### config.mk
export PLATFORM = sky130hd
export DESIGN_NAME = ula_arbiter_8_bits
export DESIGN_NICKNAME = d
export VERILOG_FILES = /design/src/rtl/ula_pkg.sv /design/src/rtl/ula_8_bits_structure.sv /design/src/rtl/ula_arbiter_8_bits.sv
export SDC_FILE = /design/constraint.sdc
export NUM_CORES = 1
export LEC_CHECK = 0
export ABC_AREA = 1
export CAP_MARGIN = 20
export CORE_MARGIN = 1.5
export CORE_UTILIZATION = 53
export CTS_BUF_LIST = sky130_fd_sc_hd__clkbuf_4
export CTS_CLUSTER_DIAMETER = 120
export DETAILED_ROUTE_END_ITERATION = 8
export GPL_ROUTABILITY_DRIVEN = 0
export MAX_ROUTING_LAYER = met4
export PLACE_DENSITY = 0.89
export REMOVE_ABC_BUFFERS = 1
export SLEW_MARGIN = 20
export SYNTH_ARGS = -nofsm -noshare
export SYNTH_HDL_FRONTEND = slang
export SYNTH_SLANG_ARGS = --single-unit
### constraint.sdc
create_clock -name CLK -period 2.78 [get_ports CLK]
set_clock_uncertainty 0.05 [all_clocks]
set_input_delay 0.556 -clock CLK [delete_from_list [all_inputs] [get_ports CLK]]
set_output_delay 0.556 -clock CLK [all_outputs]
set_load 0.05 [all_outputs]
### src/rtl/ula_pkg.sv
// Shared opcode constants, FSM state type and opcode legality helper
// for the two-requester ALU front end and its combinational ALU.
package ula_pkg;

    localparam int DATA_W = 8;
    localparam int OP_W   = 3;

    localparam logic [OP_W-1:0] OP_ADD = 3'b000;
    localparam logic [OP_W-1:0] OP_SUB = 3'b001;
    localparam logic [OP_W-1:0] OP_AND = 3'b010;
    localparam logic [OP_W-1:0] OP_OR  = 3'b011;
    localparam logic [OP_W-1:0] OP_NOT = 3'b100;

    typedef enum logic [1:0] {
        IDLE = 2'd0,
        EXEC = 2'd1,
        RESP = 2'd2
    } state_e;

    function automatic logic is_legal_op(input logic [OP_W-1:0] x);
        return (x == OP_ADD) || (x == OP_SUB) || (x == OP_AND) ||
               (x == OP_OR)  || (x == OP_NOT);
    endfunction

endpackage

### src/rtl/ula_8_bits_structure.sv
// Combinational 8-bit ALU: add/sub with carry/borrow, and, or, not.
// Ports: A, B operands; X opcode; CIN carry/borrow in; S result; COUT carry/borrow out.
module ula_8_bits_structure
    import ula_pkg::*;
(
    input  logic [DATA_W-1:0] A,
    input  logic [DATA_W-1:0] B,
    input  logic [OP_W-1:0]   X,
    input  logic              CIN,
    output logic [DATA_W-1:0] S,
    output logic              COUT
);

    logic [DATA_W:0] sum;
    logic [DATA_W:0] dif;

    // Ninth bit of the subtraction wraps to 1 exactly when a borrow occurs.
    assign sum = {1'b0, A} + {1'b0, B} + {{DATA_W{1'b0}}, CIN};
    assign dif = {1'b0, A} - {1'b0, B} - {{DATA_W{1'b0}}, CIN};

    always_comb begin
        S    = '0;
        COUT = 1'b0;
        unique case (X)
            OP_ADD: begin
                S    = sum[DATA_W-1:0];
                COUT = sum[DATA_W];
            end
            OP_SUB: begin
                S    = dif[DATA_W-1:0];
                COUT = dif[DATA_W];
            end
            OP_AND:  S = A & B;
            OP_OR:   S = A | B;
            OP_NOT:  S = ~A;
            default: begin
                S    = '0;
                COUT = 1'b0;
            end
        endcase
    end

endmodule

### src/rtl/ula_arbiter_8_bits.sv
// Round-robin two-requester front end for the shared 8-bit ALU.
// Ports: REQn_* valid/ready request channels, RSP_* registered response channel.
module ula_arbiter_8_bits
    import ula_pkg::*;
(
    input  logic              CLK,
    input  logic              RST_N,
    input  logic              REQ0_VALID,
    output logic              REQ0_READY,
    input  logic [DATA_W-1:0] REQ0_A,
    input  logic [DATA_W-1:0] REQ0_B,
    input  logic [OP_W-1:0]   REQ0_X,
    input  logic              REQ0_CIN,
    input  logic              REQ1_VALID,
    output logic              REQ1_READY,
    input  logic [DATA_W-1:0] REQ1_A,
    input  logic [DATA_W-1:0] REQ1_B,
    input  logic [OP_W-1:0]   REQ1_X,
    input  logic              REQ1_CIN,
    output logic              RSP_VALID,
    input  logic              RSP_READY,
    output logic [DATA_W-1:0] RSP_S,
    output logic              RSP_COUT,
    output logic              RSP_ID,
    output logic              RSP_ERR
);

    state_e            state_q, state_d;
    logic              last_q, last_d;
    logic [DATA_W-1:0] a_q, a_d;
    logic [DATA_W-1:0] b_q, b_d;
    logic [OP_W-1:0]   x_q, x_d;
    logic              cin_q, cin_d;
    logic              id_q, id_d;
    logic              rsp_valid_q, rsp_valid_d;
    logic [DATA_W-1:0] rsp_s_q, rsp_s_d;
    logic              rsp_cout_q, rsp_cout_d;
    logic              rsp_id_q, rsp_id_d;
    logic              rsp_err_q, rsp_err_d;

    logic [DATA_W-1:0] alu_s;
    logic              alu_cout;
    logic              any_req;
    logic              grant_id;
    logic              legal;

    ula_8_bits_structure u_alu (
        .A    (a_q),
        .B    (b_q),
        .X    (x_q),
        .CIN  (cin_q),
        .S    (alu_s),
        .COUT (alu_cout)
    );

    assign any_req = REQ0_VALID | REQ1_VALID;
    // On a tie the requester not served last wins; otherwise the lone one.
    assign grant_id = (REQ0_VALID & REQ1_VALID) ? ~last_q : REQ1_VALID;
    assign legal    = is_legal_op(x_q);

    always_comb begin
        state_d     = state_q;
        last_d      = last_q;
        a_d         = a_q;
        b_d         = b_q;
        x_d         = x_q;
        cin_d       = cin_q;
        id_d        = id_q;
        rsp_valid_d = rsp_valid_q;
        rsp_s_d     = rsp_s_q;
        rsp_cout_d  = rsp_cout_q;
        rsp_id_d    = rsp_id_q;
        rsp_err_d   = rsp_err_q;
        REQ0_READY  = 1'b0;
        REQ1_READY  = 1'b0;
        unique case (state_q)
            IDLE: begin
                if (any_req) begin
                    REQ0_READY = ~grant_id;
                    REQ1_READY = grant_id;
                    last_d     = grant_id;
                    id_d       = grant_id;
                    a_d        = grant_id ? REQ1_A   : REQ0_A;
                    b_d        = grant_id ? REQ1_B   : REQ0_B;
                    x_d        = grant_id ? REQ1_X   : REQ0_X;
                    cin_d      = grant_id ? REQ1_CIN : REQ0_CIN;
                    state_d    = EXEC;
                end
            end
            EXEC: begin
                rsp_valid_d = 1'b1;
                rsp_s_d     = legal ? alu_s : '0;
                rsp_cout_d  = legal & alu_cout;
                rsp_err_d   = ~legal;
                rsp_id_d    = id_q;
                state_d     = RESP;
            end
            RESP: begin
                // Result fields stay put after the handshake; only VALID drops.
                if (RSP_READY) begin
                    rsp_valid_d = 1'b0;
                    state_d     = IDLE;
                end
            end
            default: state_d = IDLE;
        endcase
    end

    always_ff @(posedge CLK or negedge RST_N) begin
        if (!RST_N) begin
            state_q     <= IDLE;
            last_q      <= 1'b1;
            a_q         <= '0;
            b_q         <= '0;
            x_q         <= '0;
            cin_q       <= 1'b0;
            id_q        <= 1'b0;
            rsp_valid_q <= 1'b0;
            rsp_s_q     <= '0;
            rsp_cout_q  <= 1'b0;
            rsp_id_q    <= 1'b0;
            rsp_err_q   <= 1'b0;
        end else begin
            state_q     <= state_d;
            last_q      <= last_d;
            a_q         <= a_d;
            b_q         <= b_d;
            x_q         <= x_d;
            cin_q       <= cin_d;
            id_q        <= id_d;
            rsp_valid_q <= rsp_valid_d;
            rsp_s_q     <= rsp_s_d;
            rsp_cout_q  <= rsp_cout_d;
            rsp_id_q    <= rsp_id_d;
            rsp_err_q   <= rsp_err_d;
        end
    end

    assign RSP_VALID = rsp_valid_q;
    assign RSP_S     = rsp_s_q;
    assign RSP_COUT  = rsp_cout_q;
    assign RSP_ID    = rsp_id_q;
    assign RSP_ERR   = rsp_err_q;

endmodule
==> results.cfg <==
[placement]
detailedPlacementHpwl_mm = 4.848
place_area_mm2 = 0.003418
total_of_buffers_placed_on_input_and_output_ports = 58

[final_layout]
num_antenna_cells = 0
final_layout_size_suffix_gt1_frac = 0.06697
syn2layout_area_growth_pct = 26.86
final_area_mm2 = 0.003498
final_nets = 511

[drt]
routed_wire_length_per_instance_um = 12.50
wl_mm = 6.286
vias_per_cell = 5.316
drc_violations = 0
detailedRoute.firstPassIterationCount = 5
detail_route.iter0.violations = 192
routed-via-count = 2674
postRouteAntennaNets = 0

[floorplanning]
core_mm2 = 0.005075
die_width_um = 75.13
io_pins = 59
chip_height_um = 75.13
die_area_mm2 = 0.005645
starting_density_of_the_core = 0.5434
placement_rows = 26

[sta]
timing.fmax_mhz = 402.5
worst_pin_slew_ns = 0.6201
timing.final.setup_violations = 0
setup_total_negative_slack_ns = 0
slew-limit-headroom = 0.5860
period_needed_ns = 2.485
hold_violations = 0
setup_repair_after_global_routing_missed_its_margin = false
layout_worst_path_cycle_share = 0.8937
finalMaxSlewViolations = 0

[synthesis]
synth_flop_cell = dfrtp_1
yosysTopAreaCell = dfrtp_1
yosys-mux-area-fraction = 0
main_combinational_cell_family_by_area_after_synthesis = simple AND/OR/NAND/NOR gates
synth_most_common_cell = nand2_1
synth_xor_area_frac = 0.006352
synth_top_cells_by_count = nand2_1, inv_1, dfrtp_1
area_share_of_fa_ha_maj_cells_after_synthesis = 0.1652
netlist_area_mm2 = 0.002758
yosys.area_share.simple = 0.2582
yosys_warnings = 0
synth_compound_gate_area_share = 0.1461
synth.distinct_cells = 34
ys_async_sr_fraction = 1.000
avg_inst_size_synth_um2 = 7.373
synth_area_leaders = dfrtp_1, ha_1, nand2_1
synth_largest_type_area_fraction = 0.3176
postSynthCellCount = 374
seq_area_frac_synth = 0.3271
synth-seq-cells = 36
synth-edff-count = 0

[pwr]
power_spent_charging_and_discharging_nets_uw = 2572
comb_power_share = 0.717
power_frac_seq = 0.205
power_switching_share = 0.5328
vdd_drop_max_mv = 0.6202
power_report.internal_total_uw = 2256
total_leakage_power_uw = 0.001710
p_clk_frac = 0.078
pwr_density_cell_mw_per_mm2 = 1380

[worst_setup_path]
timing.critical_path.cells = clkdlybuf4s50_1 > nand2_1 > nand2_1 > inv_2 > nor2_1 > buf_12
critical_path.startpoint_type = input port
worstPathMaxFanout = 19
crit_type = input port to output pin
cp_data_required_time_ns = 2.17
cp-startpoint = REQ0_VALID
worstReg2RegStart = a_q[0]
critical_path.slowest_cell = clkdlybuf4s50_1
critical-path-max-stage-delay_ns = 0.48
endpoint_kind = output pin
r2r.worst_path.cells = 9
timing.critical_path.arrival_ns = 1.88
worst_path_most_repeated_cell = nand2_1

[worst_hold_path]
min_from = last_q
min-delay-path-class = register to register
min_path_cells = 2

[status]
status = complete, no violations

[global_route]
wire_length_of_the_first_global_routing_pass_mm = 10.42
grt_usage = 0.2488
grt_pass1_vias = 2436
antenna_violations_before_repair = 0
overflow = 0
grt_start_max_net_pins = 41

[cts]
cts_setup_buffers = 0
tritoncts_clock_tree = yes
clock_latency_ns = 0.37
cts_resized = 0
clk_path_buf_depth = 2
ctsRootBufferMaster = clkbuf_4
cts_sinks = 36
cts_hold_repair.buffers = 0
h-tree-depth = 2
cts.clk_slew.worst_paths_ns = 0.12
num_cts_buffers = 5

[job]
number_of_maximum_capacitance_constraint_violations = 0
## cell type report
cell class / count / area, µm²
Clock buffer: 5 / 37.54
Clock inverter: 3 / 42.54
Fill cell: 438 / 1577
Inverter: 60 / 225.2
Multi-Input combinational cell: 269 / 1588
Sequential cell: 36 / 902.1
Tap cell: 70 / 87.58
Timing Repair Buffer: 60 / 615.6
## cell usage in the layout (no fill, tap or decap), types with 3 or more instances in the layout
cell / instances
nand3_1: 23
clkdlybuf4s50_1: 56
fa_1: 4
o21ai_1: 27
o21ai_0: 3
inv_1: 49
clkbuf_4: 5
nand3b_1: 4
nand2_1: 92
a21oi_1: 10
dfrtp_1: 35
inv_2: 9
o22ai_1: 24
nor3_1: 3
nand3_2: 3
nor2_1: 28
ha_1: 30
o211ai_1: 3
## worst paths after layout
kind | slack [ns] | endpoint
setup / recovery | 0.30 | REQ0_READY
setup reg to reg | 0.48 | RSP_S[4]
min in group asynchronous | 0.53 | RSP_ID
hold / removal | 0.44 | last_q
max in group asynchronous | 1.82 | last_q
hold reg to reg | 0.44 | last_q
## layer usage
metal  global-route usage  part of all wire
met1               0.3112              0.44
met2               0.4140              0.49
met3              0.04418             0.059
met4              0.07143             0.011
met5                    -                 0
## cells by family after synthesis
kind of cell | after synthesis
xor+xnor | 2
compound gates | 71
fa+ha+maj | 34
flops | 36
simple gates | 162
buf+inv | 69
## sequential cells by signal, indices dropped and copies added, names as in the netlist
register	count
x_q	3
cin_q	1
RSP_S	8
b_q	8
id_q	1
last_q	1
RSP_ERR	1
a_q	8
RSP_COUT	1
state_q	2
RSP_VALID	1
RSP_ID	1
## per-stage QoR
step | cells | utilization | total power [µW] | hold WS, ns | setup slack, ns
after floorplan | 365 | - | 3543 | 0.2104 | 0.2469
after global placement | 495 | 0.6736 | 4257 | 0.4097 | 0.3736
after detailed placement | 495 | 0.6736 | 4393 | 0.4142 | 0.2933
after CTS | 503 | 0.6893 | 4797 | 0.4381 | 0.2943
after global routing | 503 | 0.6893 | 5325 | 0.4646 | 0.2209
final | 503 | 0.6893 | 4828 | 0.4358 | 0.2955
## worst max-delay path: cells and delay by family
kind	cells	cell delay, ns
buffers and inverters	3	0.84
and+or+nand+nor	3	0.49
## power by group through the flow
stage / Clock [µW] / Sequential [µW] / Combinational, µW
global placement: 0 / 981 / 3280
CTS: 389 / 990 / 3420
detailed placement: 0 / 1000 / 3390
finish: 378 / 987 / 3460
floorplan: 0 / 1210 / 2330
global route: 403 / 1030 / 3900
Note: power is estimated with default switching activity, not from simulation.
